**src/rtl/aes_round_sched.sv**
```systemverilog
// Round scheduler for an iterative AES core: arbitrates between two requesters,
// then sequences load, Nr round-key steps and a held completion for each job.
module aes_round_sched #(
  parameter int BASE_ROUNDS = 10,
  parameter int ROUND_W     = 4
) (
  input  logic               clk,
  input  logic               rst_n,
  input  logic               req0_valid,
  input  logic [1:0]         req0_mode,
  input  logic               req0_dec,
  output logic               req0_ready,
  input  logic               req1_valid,
  input  logic [1:0]         req1_mode,
  input  logic               req1_dec,
  output logic               req1_ready,
  output logic               core_load,
  output logic               core_en,
  output logic [ROUND_W-1:0] core_round,
  output logic [1:0]         core_mode,
  output logic               core_dec,
  output logic               core_last,
  output logic               done_valid,
  output logic               done_id,
  output logic               done_err,
  input  logic               done_ack,
  output logic               busy
);

  typedef enum logic [1:0] {
    S_IDLE  = 2'd0,
    S_LOAD  = 2'd1,
    S_ROUND = 2'd2,
    S_DONE  = 2'd3
  } state_t;

  localparam logic [1:0] MODE_ILLEGAL = 2'd3;

  state_t               r_state;
  state_t               w_state_nxt;
  logic                 r_last_grant;
  logic [1:0]           r_mode;
  logic                 r_dec;
  logic                 r_id;
  logic                 r_err;
  logic [ROUND_W-1:0]   r_round;

  logic                 w_idle;
  logic                 w_gnt0;
  logic                 w_gnt1;
  logic                 w_xfer;
  logic                 w_xfer_id;
  logic [1:0]           w_xfer_mode;
  logic                 w_xfer_dec;
  logic                 w_xfer_bad;
  logic [ROUND_W-1:0]   w_nr;
  logic                 w_final;

  function automatic logic [ROUND_W-1:0] rounds_for(input logic [1:0] mode);
    return ROUND_W'(BASE_ROUNDS + 2 * int'(mode));
  endfunction

  // r_last_grant = 1 means requester 1 was served last, so requester 0 wins a tie.
  assign w_idle      = (r_state == S_IDLE);
  assign w_gnt0      = req0_valid & (~req1_valid | r_last_grant);
  assign w_gnt1      = req1_valid & (~req0_valid | ~r_last_grant);
  assign w_xfer      = w_idle & (w_gnt0 | w_gnt1);
  assign w_xfer_id   = w_gnt1;
  assign w_xfer_mode = w_gnt1 ? req1_mode : req0_mode;
  assign w_xfer_dec  = w_gnt1 ? req1_dec  : req0_dec;
  assign w_xfer_bad  = (w_xfer_mode == MODE_ILLEGAL);

  assign w_nr    = rounds_for(r_mode);
  assign w_final = r_dec ? (r_round == '0) : (r_round == w_nr);

  // NOTE: sequential state uses non-blocking assignments so every register
  // samples pre-edge values; the async reset sits in the sensitivity list.
  always_ff @(posedge clk or negedge rst_n) begin
    if (!rst_n) begin
      r_state <= S_IDLE;
    end else begin
      r_state <= w_state_nxt;
    end
  end

  // NOTE: every output and the next state get a default first, so no path
  // through the case leaves a variable unassigned and no latch is inferred.
  always_comb begin
    w_state_nxt = r_state;
    req0_ready  = 1'b0;
    req1_ready  = 1'b0;
    core_load   = 1'b0;
    core_en     = 1'b0;
    core_last   = 1'b0;
    done_valid  = 1'b0;
    busy        = 1'b1;
    case (r_state)
      S_IDLE: begin
        busy       = 1'b0;
        req0_ready = w_gnt0;
        req1_ready = w_gnt1;
        if (w_xfer) begin
          w_state_nxt = w_xfer_bad ? S_DONE : S_LOAD;
        end
      end
      S_LOAD: begin
        core_load   = 1'b1;
        w_state_nxt = S_ROUND;
      end
      S_ROUND: begin
        core_en   = 1'b1;
        core_last = w_final;
        if (w_final) begin
          w_state_nxt = S_DONE;
        end
      end
      S_DONE: begin
        done_valid = 1'b1;
        if (done_ack) begin
          w_state_nxt = S_IDLE;
        end
      end
      default: begin
        w_state_nxt = S_IDLE;
      end
    endcase
  end

  // Job fields are cleared on acknowledge so the core-facing outputs read 0 in IDLE.
  always_ff @(posedge clk or negedge rst_n) begin
    if (!rst_n) begin
      r_last_grant <= 1'b1;
      r_mode       <= '0;
      r_dec        <= 1'b0;
      r_id         <= 1'b0;
      r_err        <= 1'b0;
      r_round      <= '0;
    end else begin
      case (r_state)
        S_IDLE: begin
          if (w_xfer) begin
            r_last_grant <= w_xfer_id;
            r_mode       <= w_xfer_mode;
            r_dec        <= w_xfer_dec;
            r_id         <= w_xfer_id;
            r_err        <= w_xfer_bad;
            r_round      <= (w_xfer_dec && !w_xfer_bad) ? rounds_for(w_xfer_mode) : '0;
          end
        end
        S_LOAD: begin
          r_round <= r_dec ? (r_round - ROUND_W'(1)) : (r_round + ROUND_W'(1));
        end
        S_ROUND: begin
          // Stepping stops at the final index, so the counter never wraps past 0 or Nr.
          if (w_final) begin
            r_round <= '0;
          end else begin
            r_round <= r_dec ? (r_round - ROUND_W'(1)) : (r_round + ROUND_W'(1));
          end
        end
        S_DONE: begin
          if (done_ack) begin
            r_mode  <= '0;
            r_dec   <= 1'b0;
            r_id    <= 1'b0;
            r_err   <= 1'b0;
            r_round <= '0;
          end
        end
        default: begin
          r_round <= '0;
        end
      endcase
    end
  end

  assign core_round = r_round;
  assign core_mode  = r_mode;
  assign core_dec   = r_dec;
  assign done_id    = done_valid & r_id;
  assign done_err   = done_valid & r_err;

endmodule

```
**config.mk**
```make
export PLATFORM = sky130hd
export DESIGN_NAME = aes_round_sched
export DESIGN_NICKNAME = d
export VERILOG_FILES = /design/src/rtl/aes_round_sched.sv
export SDC_FILE = /design/constraint.sdc
export NUM_CORES = 1
export LEC_CHECK = 0
export CAP_MARGIN = 20
export CELL_PAD_IN_SITES_DETAIL_PLACEMENT = 0
export CELL_PAD_IN_SITES_GLOBAL_PLACEMENT = 2
export CORE_UTILIZATION = 29
export CTS_BUF_LIST = sky130_fd_sc_hd__clkbuf_2
export DETAILED_ROUTE_END_ITERATION = 12
export GPL_ROUTABILITY_DRIVEN = 1
export GPL_TIMING_DRIVEN = 0
export PLACE_DENSITY = 0.86
export SLEW_MARGIN = 5
export SYNTH_ARGS = -nofsm -noshare
export SYNTH_HDL_FRONTEND = slang
export SYNTH_SLANG_ARGS = --single-unit
```
**constraint.sdc**
```tcl
create_clock -name clk -period 2.5 [get_ports clk]
set_input_delay 0.75 -clock clk [delete_from_list [all_inputs] [get_ports clk]]
set_output_delay 0.75 -clock clk [all_outputs]
set_load 0.01 [all_outputs]
```
==> results <==
-- flip-flops by register name, indices dropped and copies added, names as in the netlist --
| register | flops |
|---|---|
| core_round | 4 |
| core_mode | 2 |
| r_state | 2 |
| core_dec | 1 |
| r_err | 1 |
| r_id | 1 |
| r_last_grant | 1 |
-- power groups by stage --
stage	sequential (uW)	clock, uW	combinational, uW
after floorplan	411	0	633
after global placement	410	0	965
after detailed placement	415	0	981
after CTS	405	110	1030
after global routing	430	121	1170
final	414	105	1050
-- worst reg2reg max path: stages (launching register included) --
cell and delay [ns]:
dfstp_2 0.61, a21boi_4 0.07, buf_4 0.15, mux2_1 0.33, ha_1 0.24, nor3b_2 0.29, a31oi_1 0.07, o22ai_1 0.15
-- worst max-delay path by stage --
stage | start | to | slack [ns] | depth (start not counted)
after floorplan | core_mode[0]$_DFFE_PN0P_ | core_last | 0.38 | 5
after global placement | req1_valid | req1_ready | -0.58 | 4
after detailed placement | req1_valid | req1_ready | -0.58 | 4
after CTS | r_state[0]$_DFFE_PN0P_ | done_id | 0.03 | 3
after global routing | core_mode[1]$_DFFE_PN0P_ | core_last | -0.01 | 6
final | core_mode[1]$_DFFE_PN0P_ | core_last | 0.09 | 6
-- through the flow --
step | hold WS [ns] | cell area (sq um) | setup slack, ns | util [%] | instances
final | 0.530 | 1330 | 0.0896 | 43.3 | 174
after global routing | 0.572 | 1330 | -0.0135 | 43.3 | 174
after CTS | 0.526 | 1310 | 0.0301 | 42.4 | 173
after detailed placement | 0.493 | 1260 | -0.577 | 40.8 | 166
after global placement | 0.484 | 1260 | -0.583 | 40.8 | 166
after floorplan | 0.454 | 941 | 0.381 | - | 96
-- cell usage after synthesis (2+ instances only) --
library cell  count
ha_1              9
a221oi_1          2
nand2b_1          2
and2_1            3
o32a_1            2
and3_1            2
dfrtp_1          11
a31oi_1           2
a21oi_1           8
inv_1             7
o21ai_0           2
xnor2_1           2
nor2_1            6
nand2_1           9
xor2_1            4
mux2i_1           3
o21ai_1           4
-- layout make-up --
class,instances,area [sq um]
plain buffers,1,7.51
clock buffers,3,15.0
clock inverters,1,3.75
fillers,329,1750
inverters,8,30.0
multi-input cells,75,634
flip-flops and latches,12,303
well taps,44,55.1
repair buffers,30,284
-- cell families after synthesis --
family	count (synthesis)	share of synthesized area, %
xor+xnor	6	5.59
mux	5	5.98
compound gates	27	22.6
flops	12	32.0
buf+inv	9	3.99
fa+ha+maj	10	14.1
simple gates	27	15.7
-- what timing repair did --
action,4_1_cts,5_1_grt
pin swaps,0,3
setup buffers,3,1
resized for setup,18,4
endpoints found under the setup margin,9,3
hold buffers,0,0
-- layer usage --
metal,GRT usage [%],up-vias,routed length [microns]
li1,-,415,-
met4,5.10,0,7
met5,0,-,0
met1,19.0,374,1140
met3,4.18,2,101
met2,23.7,22,970
==> summary.md <==
| Metric | Value |
|---|---|
| Total of flip-flops plus latches after synthesis | 12 |
| Remaining design rule violation count | 0 |
| Number of standard-cell rows in the floorplan | 20 |
| Worst setup path category | reg2out |
| Starting density of the core | 30.6% |
| Status | finished, final reports clean |
| Fin crit period | 2.41 ns |
| Horizontal die dimension | 59.0 microns |
| Max H-tree Level | 1 |
| Share of total power consumed by net switching | 44.4% |
| Cell leakage power | 0.000588 uW |
| Via count | 813 |
| Clock latency at the later pin of the worst-skew pair | 0.28 ns |
| Worst Hold Endpoint | r_err$_DFFE_PN0P_ |
| Kind of start point of the critical path | register |
| HP Class | reg2reg |
| Core Box Area | 0.00308 sq mm |
| Violation count after the first detailed-routing iteration | 22 |
| Wirelength, routed | 2220 microns |
| Data arrival time of the critical path | 1.66 ns |
| Relative max-transition margin | 60.6% |
| Sinks on the clock net | 12 |
| Worst-margin pin slew | 0.590 ns |
| Final worst path period share | 96.4% |
| Delay of the slowest cell on the worst path | 0.41 ns |
| Number of maximum-capacitance constraint violations | 0 |
| Number of global-route vias before repair | 817 |
| Die Ht | 59.0 microns |
| Area of the die | 0.00348 sq mm |
| Min-Delay Startpoint | r_err$_DFFE_PN0P_ |
| IR drop worst, VDD | 0.395 mV |
| Pwr dens | 1170 mW/mm^2 |
| Timing-limited maximum frequency | 0.415 GHz |
| Number of nets in the finished design | 152 |
| Nets in the synthesized netlist | 117 |
| Post-route total power | 1560 uW |
| Post-synthesis cell type with the largest combined area | dfrtp_1 |
| Peak fanout along the critical path | 2 |
| Deepest clock path buffer count | 2 |
| Power dissipated by switching net loads | 694 uW |
| Worst R2R End | core_round[3]$_DFFE_PN0P_ |
| Post-Syn Instances | 96 |
| Number of enable-type register cells in the synthesized netlist | 0 |
| Routed vias/inst | 4.67 |
| Cts bufs inserted | 3 |
| Predominant post-synthesis flop cell | dfrtp_1 |
| Endpoint kind of the worst setup timing path | output pin |
| Slowest stage cell on the critical path | dfrtp_1 |
| Chain of cells forming the critical path | ha_1, xnor2_1, and4_4, nor2_4, nor2b_1, buf_2 |
| RSZ-0062 raised after global routing | true |
| Clock Root Buffer | clkbuf_2 |
| Number of max-slew violations in the final report | 0 |
| Global-route wire length before repair | 3770 microns |
| Data required time at the worst endpoint | 1.75 ns |
| Fraction of power consumed by combinational cells | 66.8% |
| Skew final | 0.0185 ns |
| All-layer global routing usage | 14.8% |
| Count of buffering cells on the critical path with inverters included | 1 |
| Synthesis Warnings | 0 |
| Number of cell instances on the worst register-to-register path | 7 |
| Leading post-synthesis cells by cell area | dfrtp_1, ha_1, a21oi_1, xor2_1, nand2_1 |
| Clock edge transition at the registers on the reported setup and hold paths | 0.14 ns |
| Cells on Worst Hold Path | 2 |
| Most frequent cells in the layout | clkdlybuf4s50_1, dfrtp_1, nand2_1 |
| Top-area cell type share of the netlist area | 29.3% |
| Diode count | 0 |
| Family with the most delay on the worst path | flip-flops |
| Final RePlAce weighted congestion | 0.746 |
| Initial DRT Pass Iterations | 4 |
| Critical register-to-register path startpoint | r_last_grant$_DFFE_PN1P_ |
| Total setup violations reported at the end of the flow | 0 |
| Slack of the worst reg-to-reg path | 0.51 ns |
| Leading cell type in the layout, fill and taps excluded | clkdlybuf4s50_1 |
| Proportion of register bits with asynchronous set or reset after synthesis | 100% |
| I/O pin count | 27 |
| Number of failing hold endpoints at the final stage | 0 |
| Final total negative setup slack | 0 ns |
| Clock network fraction of design power | 6.7% |
| Port buffer count | 26 |
| Clock tree from TritonCTS | built |
| Fraction of final layout cells with drive strength greater than 1 | 20.0% |
| Synthesis-to-layout area growth | 41.6% |
| Part of the power in registers | 26.5% |
| Antenna violations before repair | 0 |
| WL per Instance | 12.8 microns |
| Number of distinct standard cells referenced by the synthesized netlist | 35 |
| Post-detailed-placement half-perimeter wirelength | 1640 microns |
| Register area share after synthesis | 32.0% |
| Number of nets with antenna violations after routing | 0 |
| Maximum number of pins on one net before global-route repair | 13 |
| Total overflow reported by the global router | 0 |
| Internal | 870 uW |
| Cell area after technology mapping | 941 sq um |
| Avg Synthesized Cell Area | 9.80 sq um |
Power figures use the tool's default switching activity.
